==> src/rtl/axi_if.sv <==
// rtl/axi_if.sv - AXI4 bus bundle with master and slave views
interface axi_if #(
    parameter int ID_W_WIDTH = 4,
    parameter int ID_R_WIDTH = 4,
    parameter int ADDR_WIDTH = 16,
    parameter int DATA_WIDTH = 32
);
    logic [ID_W_WIDTH-1:0]   awid;
    logic [ADDR_WIDTH-1:0]   awaddr;
    logic [7:0]              awlen;
    logic [2:0]              awsize;
    logic [1:0]              awburst;
    logic                    awlock;
    logic [3:0]              awcache;
    logic [2:0]              awprot;
    logic                    awvalid;
    logic                    awready;
    logic [DATA_WIDTH-1:0]   wdata;
    logic [DATA_WIDTH/8-1:0] wstrb;
    logic                    wlast;
    logic                    wvalid;
    logic                    wready;
    logic [ID_W_WIDTH-1:0]   bid;
    logic [1:0]              bresp;
    logic                    bvalid;
    logic                    bready;
    logic [ID_R_WIDTH-1:0]   arid;
    logic [ADDR_WIDTH-1:0]   araddr;
    logic [7:0]              arlen;
    logic [2:0]              arsize;
    logic [1:0]              arburst;
    logic                    arlock;
    logic [3:0]              arcache;
    logic [2:0]              arprot;
    logic                    arvalid;
    logic                    arready;
    logic [ID_R_WIDTH-1:0]   rid;
    logic [DATA_WIDTH-1:0]   rdata;
    logic [1:0]              rresp;
    logic                    rlast;
    logic                    rvalid;
    logic                    rready;

    modport m (
        output awid, awaddr, awlen, awsize, awburst, awlock, awcache, awprot, awvalid,
        input  awready,
        output wdata, wstrb, wlast, wvalid,
        input  wready,
        input  bid, bresp, bvalid,
        output bready,
        output arid, araddr, arlen, arsize, arburst, arlock, arcache, arprot, arvalid,
        input  arready,
        input  rid, rdata, rresp, rlast, rvalid,
        output rready
    );

    modport s (
        input  awid, awaddr, awlen, awsize, awburst, awlock, awcache, awprot, awvalid,
        output awready,
        input  wdata, wstrb, wlast, wvalid,
        output wready,
        output bid, bresp, bvalid,
        input  bready,
        input  arid, araddr, arlen, arsize, arburst, arlock, arcache, arprot, arvalid,
        output arready,
        output rid, rdata, rresp, rlast, rvalid,
        input  rready
    );
endinterface

==> src/rtl/axi_burst_tester.sv <==
// rtl/axi_burst_tester.sv - AXI4 write-then-readback burst checker with error count
module axi_burst_tester #(
    parameter int ID_W_WIDTH = 4,
    parameter int ID_R_WIDTH = 4,
    parameter int ADDR_WIDTH = 16,
    parameter int DATA_WIDTH = 32,
    parameter int TXN_ID     = 1
) (
    input  logic                  clk,
    input  logic                  rst_n,
    input  logic                  start,
    input  logic [ADDR_WIDTH-1:0] base_addr,
    input  logic [7:0]            len,
    input  logic [1:0]            burst,
    input  logic [DATA_WIDTH-1:0] seed,
    output logic                  busy,
    output logic                  done,
    output logic [15:0]           err_cnt,
    axi_if.m                      axi_m
);
    localparam logic [2:0] S_IDLE = 3'd0;
    localparam logic [2:0] S_AW   = 3'd1;
    localparam logic [2:0] S_W    = 3'd2;
    localparam logic [2:0] S_B    = 3'd3;
    localparam logic [2:0] S_AR   = 3'd4;
    localparam logic [2:0] S_R    = 3'd5;
    localparam logic [2:0] S_DONE = 3'd6;

    localparam logic [2:0]            AX_SIZE = 3'($clog2(DATA_WIDTH / 8));
    localparam logic [ID_W_WIDTH-1:0] W_ID    = ID_W_WIDTH'(TXN_ID);
    localparam logic [ID_R_WIDTH-1:0] R_ID    = ID_R_WIDTH'(TXN_ID);

    logic [2:0]            state;
    logic [ADDR_WIDTH-1:0] cmd_addr;
    logic [7:0]            cmd_len;
    logic [1:0]            cmd_burst;
    logic [DATA_WIDTH-1:0] cmd_seed;
    logic [7:0]            beat;
    logic                  illegal;
    logic [DATA_WIDTH-1:0] beat_data;
    logic                  cnt_hit;
    logic [2:0]            b_errs;
    logic [2:0]            r_errs;

    function automatic logic [15:0] sat_add(input logic [15:0] a, input logic [2:0] n);
        logic [16:0] s;
        s = {1'b0, a} + {14'b0, n};
        return s[16] ? 16'hFFFF : s[15:0];
    endfunction

    always_comb begin
        illegal   = (burst == 2'd3) ||
                    ((burst == 2'd2) && !(len == 8'd1 || len == 8'd3 || len == 8'd7 || len == 8'd15));
        beat_data = cmd_seed + DATA_WIDTH'(beat);
        cnt_hit   = (beat == cmd_len);
        b_errs    = {2'b0, axi_m.bresp != 2'b00} + {2'b0, axi_m.bid != W_ID};
        // A last-beat disagreement between RLAST and our own count is one extra error.
        r_errs    = {2'b0, axi_m.rdata != beat_data} + {2'b0, axi_m.rresp != 2'b00} +
                    {2'b0, axi_m.rid != R_ID} + {2'b0, axi_m.rlast != cnt_hit};
    end

    always_ff @(posedge clk or negedge rst_n) begin
        if (!rst_n) begin
            state     <= S_IDLE;
            cmd_addr  <= '0;
            cmd_len   <= '0;
            cmd_burst <= '0;
            cmd_seed  <= '0;
            beat      <= '0;
            err_cnt   <= '0;
        end else begin
            case (state)
                S_IDLE: if (start) begin
                    cmd_addr  <= base_addr;
                    cmd_len   <= len;
                    cmd_burst <= burst;
                    cmd_seed  <= seed;
                    beat      <= '0;
                    if (illegal) begin
                        err_cnt <= 16'd1;
                        state   <= S_DONE;
                    end else begin
                        err_cnt <= '0;
                        state   <= S_AW;
                    end
                end
                S_AW: if (axi_m.awready) begin
                    beat  <= '0;
                    state <= S_W;
                end
                S_W: if (axi_m.wready) begin
                    if (cnt_hit) state <= S_B;
                    else         beat  <= beat + 8'd1;
                end
                S_B: if (axi_m.bvalid) begin
                    err_cnt <= sat_add(err_cnt, b_errs);
                    state   <= S_AR;
                end
                S_AR: if (axi_m.arready) begin
                    beat  <= '0;
                    state <= S_R;
                end
                S_R: if (axi_m.rvalid) begin
                    err_cnt <= sat_add(err_cnt, r_errs);
                    if (axi_m.rlast || cnt_hit) state <= S_DONE;
                    else                        beat  <= beat + 8'd1;
                end
                S_DONE:  state <= S_IDLE;
                default: state <= S_IDLE;
            endcase
        end
    end

    assign busy = (state != S_IDLE);
    assign done = (state == S_DONE);

    // Payloads are gated by state so every master output reads 0 outside its phase and in reset.
    assign axi_m.awvalid = (state == S_AW);
    assign axi_m.awid    = (state == S_AW) ? W_ID      : '0;
    assign axi_m.awaddr  = (state == S_AW) ? cmd_addr  : '0;
    assign axi_m.awlen   = (state == S_AW) ? cmd_len   : '0;
    assign axi_m.awsize  = (state == S_AW) ? AX_SIZE   : '0;
    assign axi_m.awburst = (state == S_AW) ? cmd_burst : '0;
    assign axi_m.awlock  = 1'b0;
    assign axi_m.awcache = '0;
    assign axi_m.awprot  = '0;

    assign axi_m.wvalid  = (state == S_W);
    assign axi_m.wdata   = (state == S_W) ? beat_data : '0;
    assign axi_m.wstrb   = (state == S_W) ? '1 : '0;
    assign axi_m.wlast   = (state == S_W) && cnt_hit;

    assign axi_m.bready  = (state == S_B);

    assign axi_m.arvalid = (state == S_AR);
    assign axi_m.arid    = (state == S_AR) ? R_ID      : '0;
    assign axi_m.araddr  = (state == S_AR) ? cmd_addr  : '0;
    assign axi_m.arlen   = (state == S_AR) ? cmd_len   : '0;
    assign axi_m.arsize  = (state == S_AR) ? AX_SIZE   : '0;
    assign axi_m.arburst = (state == S_AR) ? cmd_burst : '0;
    assign axi_m.arlock  = 1'b0;
    assign axi_m.arcache = '0;
    assign axi_m.arprot  = '0;

    assign axi_m.rready  = (state == S_R);
endmodule
==> src/flat_wrapper.sv <==
// flat-port wrapper written by rule: the top's interface ports become plain ports
module axi_burst_tester_flat 
#(
    parameter int ID_W_WIDTH = 4,
    parameter int ID_R_WIDTH = 4,
    parameter int ADDR_WIDTH = 16,
    parameter int DATA_WIDTH = 32,
    parameter int TXN_ID     = 1
)
  (clk, rst_n, start, base_addr, len, burst, seed, busy, done, err_cnt, axi_m_awid, axi_m_awaddr, axi_m_awlen, axi_m_awsize, axi_m_awburst, axi_m_awlock, axi_m_awcache, axi_m_awprot, axi_m_awvalid, axi_m_awready, axi_m_wdata, axi_m_wstrb, axi_m_wlast, axi_m_wvalid, axi_m_wready, axi_m_bid, axi_m_bresp, axi_m_bvalid, axi_m_bready, axi_m_arid, axi_m_araddr, axi_m_arlen, axi_m_arsize, axi_m_arburst, axi_m_arlock, axi_m_arcache, axi_m_arprot, axi_m_arvalid, axi_m_arready, axi_m_rid, axi_m_rdata, axi_m_rresp, axi_m_rlast, axi_m_rvalid, axi_m_rready);
  axi_if #(.ID_W_WIDTH(ID_W_WIDTH), .ID_R_WIDTH(ID_R_WIDTH), .ADDR_WIDTH(ADDR_WIDTH), .DATA_WIDTH(DATA_WIDTH)) axi_m_i ();
  input  logic clk;
  input  logic rst_n;
  input  logic start;
  input  logic [ADDR_WIDTH-1:0] base_addr;
  input  logic [7:0] len;
  input  logic [1:0] burst;
  input  logic [DATA_WIDTH-1:0] seed;
  output logic busy;
  output logic done;
  output logic [15:0] err_cnt;
  output wire logic [$bits(axi_m_i.awid)-1:0] axi_m_awid;
  output wire logic [$bits(axi_m_i.awaddr)-1:0] axi_m_awaddr;
  output wire logic [$bits(axi_m_i.awlen)-1:0] axi_m_awlen;
  output wire logic [$bits(axi_m_i.awsize)-1:0] axi_m_awsize;
  output wire logic [$bits(axi_m_i.awburst)-1:0] axi_m_awburst;
  output wire logic [$bits(axi_m_i.awlock)-1:0] axi_m_awlock;
  output wire logic [$bits(axi_m_i.awcache)-1:0] axi_m_awcache;
  output wire logic [$bits(axi_m_i.awprot)-1:0] axi_m_awprot;
  output wire logic [$bits(axi_m_i.awvalid)-1:0] axi_m_awvalid;
  input wire logic [$bits(axi_m_i.awready)-1:0] axi_m_awready;
  output wire logic [$bits(axi_m_i.wdata)-1:0] axi_m_wdata;
  output wire logic [$bits(axi_m_i.wstrb)-1:0] axi_m_wstrb;
  output wire logic [$bits(axi_m_i.wlast)-1:0] axi_m_wlast;
  output wire logic [$bits(axi_m_i.wvalid)-1:0] axi_m_wvalid;
  input wire logic [$bits(axi_m_i.wready)-1:0] axi_m_wready;
  input wire logic [$bits(axi_m_i.bid)-1:0] axi_m_bid;
  input wire logic [$bits(axi_m_i.bresp)-1:0] axi_m_bresp;
  input wire logic [$bits(axi_m_i.bvalid)-1:0] axi_m_bvalid;
  output wire logic [$bits(axi_m_i.bready)-1:0] axi_m_bready;
  output wire logic [$bits(axi_m_i.arid)-1:0] axi_m_arid;
  output wire logic [$bits(axi_m_i.araddr)-1:0] axi_m_araddr;
  output wire logic [$bits(axi_m_i.arlen)-1:0] axi_m_arlen;
  output wire logic [$bits(axi_m_i.arsize)-1:0] axi_m_arsize;
  output wire logic [$bits(axi_m_i.arburst)-1:0] axi_m_arburst;
  output wire logic [$bits(axi_m_i.arlock)-1:0] axi_m_arlock;
  output wire logic [$bits(axi_m_i.arcache)-1:0] axi_m_arcache;
  output wire logic [$bits(axi_m_i.arprot)-1:0] axi_m_arprot;
  output wire logic [$bits(axi_m_i.arvalid)-1:0] axi_m_arvalid;
  input wire logic [$bits(axi_m_i.arready)-1:0] axi_m_arready;
  input wire logic [$bits(axi_m_i.rid)-1:0] axi_m_rid;
  input wire logic [$bits(axi_m_i.rdata)-1:0] axi_m_rdata;
  input wire logic [$bits(axi_m_i.rresp)-1:0] axi_m_rresp;
  input wire logic [$bits(axi_m_i.rlast)-1:0] axi_m_rlast;
  input wire logic [$bits(axi_m_i.rvalid)-1:0] axi_m_rvalid;
  output wire logic [$bits(axi_m_i.rready)-1:0] axi_m_rready;
  assign axi_m_awid = axi_m_i.awid;
  assign axi_m_awaddr = axi_m_i.awaddr;
  assign axi_m_awlen = axi_m_i.awlen;
  assign axi_m_awsize = axi_m_i.awsize;
  assign axi_m_awburst = axi_m_i.awburst;
  assign axi_m_awlock = axi_m_i.awlock;
  assign axi_m_awcache = axi_m_i.awcache;
  assign axi_m_awprot = axi_m_i.awprot;
  assign axi_m_awvalid = axi_m_i.awvalid;
  assign axi_m_i.awready = axi_m_awready;
  assign axi_m_wdata = axi_m_i.wdata;
  assign axi_m_wstrb = axi_m_i.wstrb;
  assign axi_m_wlast = axi_m_i.wlast;
  assign axi_m_wvalid = axi_m_i.wvalid;
  assign axi_m_i.wready = axi_m_wready;
  assign axi_m_i.bid = axi_m_bid;
  assign axi_m_i.bresp = axi_m_bresp;
  assign axi_m_i.bvalid = axi_m_bvalid;
  assign axi_m_bready = axi_m_i.bready;
  assign axi_m_arid = axi_m_i.arid;
  assign axi_m_araddr = axi_m_i.araddr;
  assign axi_m_arlen = axi_m_i.arlen;
  assign axi_m_arsize = axi_m_i.arsize;
  assign axi_m_arburst = axi_m_i.arburst;
  assign axi_m_arlock = axi_m_i.arlock;
  assign axi_m_arcache = axi_m_i.arcache;
  assign axi_m_arprot = axi_m_i.arprot;
  assign axi_m_arvalid = axi_m_i.arvalid;
  assign axi_m_i.arready = axi_m_arready;
  assign axi_m_i.rid = axi_m_rid;
  assign axi_m_i.rdata = axi_m_rdata;
  assign axi_m_i.rresp = axi_m_rresp;
  assign axi_m_i.rlast = axi_m_rlast;
  assign axi_m_i.rvalid = axi_m_rvalid;
  assign axi_m_rready = axi_m_i.rready;
  axi_burst_tester #(.ID_W_WIDTH(ID_W_WIDTH), .ID_R_WIDTH(ID_R_WIDTH), .ADDR_WIDTH(ADDR_WIDTH), .DATA_WIDTH(DATA_WIDTH), .TXN_ID(TXN_ID)) u_core (.clk(clk), .rst_n(rst_n), .start(start), .base_addr(base_addr), .len(len), .burst(burst), .seed(seed), .busy(busy), .done(done), .err_cnt(err_cnt), .axi_m(axi_m_i));
endmodule
==> config.mk <==
export PLATFORM = sky130hd
export DESIGN_NAME = axi_burst_tester_flat
export DESIGN_NICKNAME = d
export VERILOG_FILES = /design/src/rtl/axi_if.sv /design/src/rtl/axi_burst_tester.sv /design/src/flat_wrapper.sv
export SDC_FILE = /design/constraint.sdc
export NUM_CORES = 1
export LEC_CHECK = 0
export BUFFER_PORTS_ARGS = -buffer_cell sky130_fd_sc_hd__clkbuf_2
export CAP_MARGIN = 20
export CORE_ASPECT_RATIO = 1.1
export CORE_MARGIN = 5
export CORE_UTILIZATION = 30
export DETAILED_ROUTE_END_ITERATION = 12
export PLACE_DENSITY_LB_ADDON = 0.2
export SYNTH_ARGS = -nofsm -noshare
export SYNTH_HDL_FRONTEND = slang
export SYNTH_SLANG_ARGS = --single-unit
==> constraint.sdc <==
create_clock -name clk -period 10.74 [get_ports clk]
set_input_delay 2.148 -clock clk [delete_from_list [all_inputs] [get_ports clk]]
set_output_delay 2.148 -clock clk [all_outputs]
set_load 0.05 [all_outputs]
==> results by group, run 1 <==
Outcome
  – Run status: completed

STA
  – Setup violators final: 0
  – Slew Viols, Final: 0
  – Setup_tns: 0 ns
  – Final Hold Viols: 0
  – Worst-Margin Slew: 0.868 ns
  – Unrepaired setup endpoints after global routing: no
  – Final WS setup: 3.58 ns
  – Clock skew: 0.00946 ns
  – Final period utilization: 66.7%
  – Slew headroom: 42.2%
  – Fmax: 140 MHz
  – Min cycle time layout: 7.16 ns

Clock network
  – Post-CTS sizing: 0
  – Clk Latency, worst-skew pair: 0.35 ns
  – CTS root buffer: clkbuf_16
  – Worst-path clk slew: 0.08 ns
  – TritonCTS clock tree: done
  – Post-CTS Setup Bufs: 0
  – Inserted Clock Buffers: 9
  – Clock tree sinks: 85
  – Clock tree buffer depth: 2
  – Hold buffers post-CTS: 0
  – H-tree Lvls: 3

Power and ir drop
  – Pint: 1.05 mW
  – Switching Fraction: 54.9%
  – Total power draw: 2.32 mW
  – PD cells: 267 mW/mm2
  – Leakage: 3.94 nW
  – Worst IR Drop VDD: 0.000179 V
  – NetSw: 1.28 mW
  – Comb power frac: 58.2%
  – Power share of the clock group: 13.7%
  – Reg power frac: 28.1%

Layout
  – Area delta synth->final: 21.8%
  – Layout cells sized above 1: 29.9%
  – Number of fill cells: 2522
  – Layout Cells excl Fill: 1360
  – N_diodes: 0
  – Final cell utilization of the core: 37.0%
  – # nets final: 1183

Worst hold path
  – Hold Crit Class: reg -> reg
  – WHS Path Cells: 1
  – Worst Hold Launch: u_core.cmd_addr[13]
  – Min-Delay Endpoint: u_core.cmd_addr[13]

Setup path
  – Slowest-stage cell, CP: or4_1
  – CP max FO: 5
  – CP arrival: 7.43 ns
  – R2R setup slack: 3.79 ns
  – Startpoint Class: input port
  – Crit Path Class: in -> reg
  – Setup crit end kind: register
  – Worst EP required: 11.01 ns
  – R2r endpoint: u_core.err_cnt[6]
  – Critical Path Max Stage Delay: 0.59 ns
  – Worst reg-to-reg path cell count: 26
  – RR Startpoint: u_core.beat[0]
  – CP cell instances: clkbuf_2 > xnor2_1 > nor3_1 > a211oi_1 > o2111ai_1 > or3_1 > nor4_1 > o2111ai_1 > or4_1 > ha_1 > inv_1 > fa_1 > inv_1 > ha_1 > inv_1 > fa_1 > nor2b_1 > o2111ai_1 > or2_2 > nor2_1 > o21ai_0 > a21oi_1 > nor2_1 > a31oi_1

Synthesis
  – Number of synthesized flops with an enable pin: 0
  – Async set or reset register ratio after synthesis: 100%
  – Cells after Synth: 857
  – Syn Area/Cell: 8.34 um2
  – Largest area contributor in the netlist: dfrtp_1
  – Post-synthesis sequential area ratio: 29.8%
  – Unique masters post-synth: 67
  – Netlist Area Pre-Place: 0.00715 mm2
  – Yosys top cell area share: 29.8%
  – YS warnings: 0
  – Synth area leaders: dfrtp_1 (30%), mux2_2 (7.7%), and2_1 (5.7%)
  – Seq cells post-synth: 85
  – Most common flop cell mapped by yosys: dfrtp_1

GRT
  – Largest net degree at the start of global routing: 68
  – Antenna violations before repair: 3
  – First-pass GRT wire length: 36.9 mm
  – Vias in the first global route: 6677
  – Global Route Usage Sum: 17.1%
  – Gr ovfl total: 0

Placed design
  – Post-DP HPWL: 18.9 mm
  – Worst Setup Slack post-DPL: 3.20 ns
  – Placed cell count: 1344
  – # port buffers: 226
  – Placer Congestion: 0.903

Detailed routing
  – Routed via count: 6932
  – Routed WL: 24.0 mm
  – Initial DRC count: 378
  – Wire per inst: 17.6 um
  – DRT antenna net count: 0
  – DRC Markers: 0
  – Vias/cell: 5.10
  – 1st-pass router iterations: 5

Floorplan
  – Initial Utilization: 30.4%
  – Core area: 0.0235 mm2
  – Die Ht: 172 um
  – Die W: 157 um
  – DIE AREA: 0.0270 mm2
  – # IOs: 253
  – Std-Cell Rows: 59

Job
  – Max Cap Viol: 0
==> kinds of logic (layout without fill, tap and decap cells) <==
kind of cell / count (synthesis) / in the layout / share of synthesized area, %
multiplexers: 54 / 54 / 8.42
XOR/XNOR: 72 / 72 / 9.21
AND/OR/NAND/NOR: 347 / 347 / 25.0
AO/OA/AOI/OAI: 169 / 169 / 15.8
flip-flops: 85 / 85 / 29.8
buffers and inverters: 107 / 280 / 7.53
other: 1 / 26 / 0.0525
adder cells (fa/ha/maj): 22 / 22 / 4.27
==> sequential cells by signal (all words and copies together), names as in the netlist <==
name	flops
u_core.cmd_seed	32
u_core.cmd_addr	16
u_core.err_cnt	16
u_core.beat	8
u_core.cmd_len	8
u_core.state	3
u_core.cmd_burst	2
==> layout by cell type, fill, tap and decap left out, types with 6 or more instances in the layout <==
master and instances:
o31ai_1 7, dfrtp_1 85, a21o_1 6, nand2_1 62, and3_1 9, nand3_1 25
nand4_1 14, ha_1 18, nand2b_1 8, clkbuf_16 9, o21ai_0 44, xor2_1 31
or2_2 7, or3_1 9, o2111ai_1 7, clkbuf_2 225, nor3_1 20, nor2_1 86
buf_4 7, conb_1 26, and2_1 65, inv_1 31, nor4_1 10, nor2b_1 10
a21oi_1 44, a31oi_1 11, mux2_2 49, xnor2_1 39
==> critical path, delay by kind of cell <==
kind / cells / cell delay, ns
AOI/OAI and AO/OA: 7 / 1.27
buffers and inverters: 4 / 0.27
and+or+nand+nor: 8 / 2.12
adders and majority gates: 4 / 1.29
xor gates and xnor gates: 1 / 0.32
==> power by group through the flow <==
stage,Combinational (mW),Sequential (mW),Clock [mW]
6_report,1.35,0.652,0.318
4_1_cts,1.37,0.652,0.331
3_3_place_gp,1.36,0.655,0
3_5_place_dp,1.36,0.659,0
5_1_grt,1.46,0.678,0.344
2_1_floorplan,1.12,0.556,0
==> per-stage QoR <==
step,hold WS [ns],instance area [um2]
finish,0.521,8700
global route,0.535,8700
CTS,0.524,8700
detailed placement,0.507,8400
global placement,0.498,8400
floorplan,0.485,7240
==> Yosys cell counts, types with 6 or more instances <==
master      n
nor2_1     87
dfrtp_1    85
and2_1     65
nand2_1    62
mux2_2     49
a21oi_1    44
o21ai_0    44
xnor2_1    39
buf_4      35
clkbuf_1   35
inv_1      31
xor2_1     31
nand3_1    25
nor3_1     20
ha_1       18
nand4_1    14
a31oi_1    11
nor2b_1    10
nor4_1     10
and3_1      9
or3_1       9
nand2b_1    8
o2111ai_1   7
o31ai_1     7
or2_2       7
a21o_1      6
==> worst max-delay path by stage <==
stage                   start                end  slack, ns  depth (start not counted)
6_report       axi_m_rdata[6]  u_core.err_cnt[6]       3.58                         24
5_1_grt        u_core.beat[0]  u_core.err_cnt[6]       3.20                         26
4_1_cts        axi_m_rdata[6]  u_core.err_cnt[6]       3.58                         24
3_5_place_dp   axi_m_rdata[6]  u_core.err_cnt[6]       3.20                         24
3_3_place_gp   axi_m_rdata[6]  u_core.err_cnt[6]       3.45                         24
2_1_floorplan  axi_m_rdata[6]  u_core.err_cnt[6]       4.00                         23
==> layout make-up <==
cell class | instances | area, um2 | share of cell area, %
clock buffer | 9 | 225 | 2.59
clock inverter | 7 | 77.6 | 0.891
inverter | 32 | 120 | 1.38
multi-input combinational | 690 | 4590 | 52.8
sequential | 85 | 2130 | 24.4
tap | 305 | 382 | 4.38
timing repair buffer | 232 | 1180 | 13.5
==> layer usage <==
layer / global-route usage (%) / routed length [um] / vias to the layer above
met4: 4.79 / 499 / 6
met5: 0 / 52 / -
met1: 22.2 / 10300 / 3296
met3: 3.58 / 1660 / 35
met2: 29.0 / 11500 / 240
li1: - / - / 3355
No activity file was read; power rests on OpenSTA's default activity.
==> run 2: changes to the inputs <==
==> constraint.sdc (replaced) <==
create_clock -name clk -period 6.4 [get_ports clk]
set_input_delay 1.28 -clock clk [delete_from_list [all_inputs] [get_ports clk]]
set_output_delay 1.28 -clock clk [all_outputs]
set_load 0.05 [all_outputs]
==> run 2 against run 1 <==
Effect of this change:
- hold slack lost 0.0052 ns
- register-to-register slack lost 3.4 ns
- routed wire length grew 2.7%
- total power grew 78%
- sequential power grew 56%
- sequential cell count is the same
- clock-buffer cell count is the same
- clock skew grew 0.0016 ns
- non-clock buffer count grew 47
- critical path type is now reg -> reg
- highest routed layer unchanged
==> results by group, run 2 (synthesis gave the netlist of run 1 again) <==
Floorplan
  – Std-Cell Rows: 59
  – # IOs: 253
  – Die Ht: 172 um
  – DIE AREA: 0.0270 mm2
  – Core area: 0.0235 mm2
  – Initial Utilization: 30.4%
  – Die W: 157 um

Setup path
  – Crit Path Class: reg -> reg
  – Worst EP required: 6.67 ns
  – Startpoint Class: register
  – RR Startpoint: u_core.beat[7]
  – CP max FO: 5
  – R2r endpoint: u_core.err_cnt[12]
  – R2R setup slack: 0.39 ns
  – CP arrival: 6.28 ns
  – Setup crit end kind: register
  – Worst reg-to-reg path cell count: 24

Worst hold path
  – Min-Delay Endpoint: u_core.cmd_seed[0]
  – Worst Hold Launch: u_core.cmd_seed[0]
  – WHS Path Cells: 1
  – Hold Crit Class: reg -> reg

STA
  – Unrepaired setup endpoints after global routing: no
  – Final period utilization: 93.9%
  – Setup violators final: 0
  – Slew headroom: 43.0%
  – Hold WS: 0.516 ns
  – Worst-Margin Slew: 0.855 ns
  – Final Hold Viols: 0
  – Clock skew: 0.0110 ns
  – Slew Viols, Final: 0
  – Min cycle time layout: 6.01 ns
  – Fmax: 166 MHz

Detailed routing
  – DRT antenna net count: 0
  – Wire per inst: 17.5 um
  – Vias/cell: 4.98
  – Routed WL: 24.6 mm
  – Routed via count: 7001
  – Initial DRC count: 413
  – DRC Markers: 0
  – 1st-pass router iterations: 5

Layout
  – Layout cells sized above 1: 34.6%
  – Top flop regs: u_core.cmd_seed: 32 flops, u_core.cmd_addr: 16 flops, u_core.err_cnt: 16 flops
  – Reg area: 0.00213 mm2
  – Area delta synth->final: 29.0%
  – Max reg flops: 32
  – Commonest cells after routing, fill and taps aside: clkbuf_2 (225), dfrtp_1 (85), nor2_1 (84)
  – # nets final: 1230
  – Footprint of the multi-input gates: 0.00472 mm2
  – Number of fill cells: 2487
  – Biggest register: u_core.cmd_seed
  – Commonest non-fill, non-tap cell in the layout: clkbuf_2
  – Final cell utilization of the core: 39.1%
  – N_diodes: 0

Clock network
  – Clock tree sinks: 85
  – Worst-path clk slew: 0.07 ns
  – CTS root buffer: clkbuf_16
  – H-tree Lvls: 3
  – Clock tree buffer depth: 2
  – Inserted Clock Buffers: 9
  – Clk Latency, worst-skew pair: 0.35 ns
  – TritonCTS clock tree: done
  – Hold buffers post-CTS: 0

Job
  – Max Cap Viol: 0

GRT
  – First-pass GRT wire length: 38.7 mm
  – Largest net degree at the start of global routing: 68
  – Vias in the first global route: 6908
  – Global Route Usage Sum: 18.1%
  – Gr ovfl total: 0
  – Antenna violations before repair: 3

Power and ir drop
  – Total power draw: 4.13 mW
  – Leakage: 4.18 nW
  – PD cells: 448 mW/mm2
  – Worst IR Drop VDD: 0.000315 V

Outcome
  – Run status: completed

Placed design
  – Placer Congestion: 0.948
  – # port buffers: 226
  – Post-DP HPWL: 19.6 mm
-- run 2: power by group --
| group | switching, mW | total, mW | internal [mW] |
|---|---|---|---|
| registers | 0.273 | 1.02 | 0.751 |
| clock network | 0.261 | 0.614 | 0.353 |
| logic | 1.65 | 2.49 | 0.835 |
| total | 2.19 | 4.13 | 1.94 |
-- run 2: worst max-delay path by stage --
stage	to	start
2_1_floorplan	u_core.err_cnt[6]	u_core.beat[6]
3_3_place_gp	u_core.err_cnt[6]	axi_m_rdata[6]
3_5_place_dp	u_core.err_cnt[6]	axi_m_rdata[6]
4_1_cts	u_core.err_cnt[6]	u_core.beat[0]
5_1_grt	u_core.err_cnt[12]	u_core.beat[0]
6_report	u_core.err_cnt[12]	u_core.beat[7]
-- run 2: worst max-delay path: stages (launching register included) --
cell       delay [ns]
dfrtp_1          0.39
ha_1             0.34
and2_1           0.18
a221o_1          0.39
o311a_4          0.44
and3_1           0.18
or4_1            0.46
nor4_1           0.25
nand4_1          0.12
or4_4            0.45
ha_1             0.29
inv_1            0.05
fa_1             0.44
inv_1            0.07
ha_1             0.16
inv_1            0.06
fa_2             0.35
nor2b_2          0.15
o2111ai_2        0.16
or2_4            0.32
nor3_1           0.13
o221ai_1         0.15
a21oi_1          0.19
nor2_1           0.05
a31oi_1          0.14
-- run 2: cell type report --
class                           instances  area share [%]
Clock buffer                            9            2.44
Clock inverter                          7            1.24
Inverter                               32            1.30
Multi-Input combinational cell        690            51.2
Sequential cell                        85            23.1
Tap cell                              305            4.14
Timing Repair Buffer                  279            16.6
-- run 2: per-stage QoR --
stage | cells | instance area, um2 | setup slack (ns) | TNS [ns]
2_1_floorplan | 882 | 7240 | 0.436 | 0
3_3_place_gp | 1389 | 8740 | 0.113 | 0
3_5_place_dp | 1389 | 8740 | -0.0366 | -0.0471
4_1_cts | 1405 | 9080 | 0.0770 | 0
5_1_grt | 1407 | 9220 | 0.0472 | 0
6_report | 1407 | 9220 | 0.391 | 0
-- run 2: per-layer routing --
layer | vias up | wire length (um) | GRT usage (%)
met2 | 239 | 11900 | 30.6
met5 | - | 44 | 0
met1 | 3287 | 10700 | 24.1
met4 | 6 | 371 | 4.12
met3 | 27 | 1690 | 3.45
li1 | 3442 | - | -
-- run 2: repair_timing --
action | CTS | global route
endpoints found under the setup margin | 0 | 16
resized for setup | 0 | 25
buffers inserted | 0 | 2
==> run 3: changes to the inputs <==
--- a/config.mk
+++ b/config.mk
@@ -8,7 +8,7 @@
 export BUFFER_PORTS_ARGS = -buffer_cell sky130_fd_sc_hd__clkbuf_2
 export CAP_MARGIN = 20
 export CORE_ASPECT_RATIO = 1.1
-export CORE_MARGIN = 5
+export CORE_MARGIN = 4
 export CORE_UTILIZATION = 30
 export DETAILED_ROUTE_END_ITERATION = 12
 export PLACE_DENSITY_LB_ADDON = 0.2
==> constraint.sdc (replaced) <==
create_clock -name clk -period 6.4 [get_ports clk]
set_input_delay 0.32 -clock clk [delete_from_list [all_inputs] [get_ports clk]]
set_output_delay 0.32 -clock clk [all_outputs]
set_load 0.05 [all_outputs]
==> run 3 against run 2 <==
Effect of this change:
- clock-buffer cell count did not move
- sequential share of layout area rose by 0.14 points
- clock power fell by 10%
- clock skew rose by 0.0012 ns
- combinational power barely moved
- cell area fell by 0.54%
- worst setup slack got worse by 0.081 ns
- final cell count fell by 1.0%
- hold slack got worse by 0.34 ns
- sequential power barely moved
==> results by group, run 3 (synthesis gave the netlist of run 1 again) <==
Placed design
  – # port buffers: 226
  – Placer Congestion: 0.923
  – Post-DP HPWL: 19.7 mm

Detailed routing
  – Initial DRC count: 378
  – Vias/cell: 5.14
  – Wire per inst: 18.0 um
  – DRT antenna net count: 0
  – Routed via count: 7154
  – 1st-pass router iterations: 5
  – Routed WL: 25.1 mm
  – DRC Markers: 0

Clock network
  – Clock tree buffer depth: 2
  – Post-CTS Setup Bufs: 0
  – TritonCTS clock tree: done
  – Clk Latency, worst-skew pair: 0.35 ns
  – Clock tree sinks: 85
  – Worst-path clk slew: 0.08 ns
  – Inserted Clock Buffers: 9
  – H-tree Lvls: 3
  – CTS root buffer: clkbuf_16

Layout
  – Commonest cells after routing, fill and taps aside: clkbuf_2 (225), nor2_1 (84), dfrtp_1 (84)
  – # nets final: 1221
  – Layout cells sized above 1: 34.8%
  – Number of fill cells: 2437
  – Area delta synth->final: 28.3%
  – Biggest register: u_core.cmd_seed
  – Top flop regs: u_core.cmd_seed: 32 flops, u_core.cmd_addr: 16 flops, u_core.err_cnt: 16 flops
  – N_diodes: 0
  – Commonest non-fill, non-tap cell in the layout: clkbuf_2
  – Max reg flops: 32

Power and ir drop
  – Total power draw: 4.07 mW
  – Switching Fraction: 54.5%
  – Reg power frac: 25.6%
  – Power share of the clock group: 13.5%
  – NetSw: 2.22 mW
  – Leakage: 4.16 nW
  – PD cells: 444 mW/mm2
  – Comb power frac: 60.9%
  – Pint: 1.85 mW
  – Worst IR Drop VDD: 0.000294 V

Floorplan
  – Std-Cell Rows: 58
  – DIE AREA: 0.0264 mm2
  – Die W: 155 um
  – Initial Utilization: 30.9%
  – Core area: 0.0231 mm2
  – # IOs: 253
  – Die Ht: 170 um

STA
  – Min cycle time layout: 6.09 ns
  – Slew Viols, Final: 0
  – Worst-Margin Slew: 0.838 ns
  – Fmax: 164 MHz
  – Final period utilization: 95.2%
  – Hold WS: 0.173 ns
  – Clock skew: 0.0122 ns
  – Final Hold Viols: 0
  – Slew headroom: 44.2%
  – Setup violators final: 0
  – Unrepaired setup endpoints after global routing: no

Setup path
  – Crit path max-delay family: simple AND/OR/NAND/NOR gates
  – Crit Path Class: reg -> reg
  – Critical Path Max Stage Delay: 0.53 ns
  – CP arrival: 6.37 ns
  – CP Buf/Inv Count: 6
  – Setup crit end kind: register
  – Most used cell, CP: inv_1
  – CP max FO: 5
  – Startpoint Class: register
  – Slowest-stage cell, CP: or4_4
  – Worst EP required: 6.68 ns

GRT
  – Vias in the first global route: 6950
  – Antenna violations before repair: 1
  – Global Route Usage Sum: 18.5%
  – First-pass GRT wire length: 39.0 mm
  – Gr ovfl total: 0
  – Largest net degree at the start of global routing: 68

Job
  – Max Cap Viol: 0

Worst hold path
  – Hold Crit Class: in -> reg

Outcome
  – Run status: completed
## run 3: area by class of cell
cell class	count	area [um2]	share of cell area, %
Multi-Input combinational cell	690	4770	52.0
Sequential cell	85	2130	23.2
Timing Repair Buffer	270	1470	16.0
Tap cell	300	375	4.09
Clock buffer	9	225	2.46
Inverter	32	120	1.31
Clock inverter	7	81.3	0.887
## run 3: power by group through the flow
stage / registers [mW] / clock network [mW] / logic (mW)
final: 1.04 / 0.550 / 2.48
after global routing: 1.09 / 0.587 / 2.67
after CTS: 1.04 / 0.567 / 2.45
after detailed placement: 1.05 / 0 / 2.44
after global placement: 1.04 / 0 / 2.43
after floorplan: 0.933 / 0 / 1.88
## run 3: per-layer routing
layer / global-route usage [%] / share of wire, % / vias up
met4: 4.99 / 2.3 / 2
met2: 30.7 / 48 / 285
met3: 3.41 / 6.9 / 39
met1: 24.9 / 43 / 3384
met5: 0 / 0.052 / -
li1: - / - / 3444
## run 3: through the flow
step / cell area [um2] / TNS [ns] / setup slack (ns) / utilization [%] / cells
global placement: 8670 / 0 / 0.154 / 37.5 / 1376
finish: 9170 / 0 / 0.309 / 39.6 / 1393
CTS: 9010 / 0 / 0.0660 / 38.9 / 1393
detailed placement: 8670 / -0.00622 / -0.00622 / 37.5 / 1376
floorplan: 7240 / 0 / 0.436 / - / 882
global route: 9170 / 0 / 0.0385 / 39.6 / 1393
## run 3: timing repair
action / CTS / global route
pin swaps: 0 / 9
hold buffers: 1 / 0
gates cloned: 0 / 0
setup endpoints to repair: 3 / 16
gates resized for setup: 3 / 33
hold endpoints to repair: 25 / 0
## run 3: path summary, 6_finish.rpt
path	startpoint	to	slack [ns]	cells after the start
worst max-delay path	u_core.cmd_seed[0]	u_core.err_cnt[12]	0.31	28
worst min register to register	u_core.cmd_addr[8]	u_core.cmd_addr[8]	0.52	1
worst max register to register	u_core.cmd_seed[0]	u_core.err_cnt[12]	0.31	28
min in group asynchronous	rst_n	u_core.cmd_seed[24]	0.42	2
worst min-delay path	seed[14]	u_core.cmd_seed[14]	0.17	3
max in group asynchronous	rst_n	u_core.beat[4]	4.78	3
## run 3: worst reg2reg max path: cells and delay by family (launching register included)
family                   cells  cell delay, ns
AO/OA/AOI/OAI                8            1.43
adder cells (fa/ha/maj)      6            1.77
buffers and inverters        6            0.54
flip-flops                   1            0.39
AND/OR/NAND/NOR              8            1.88
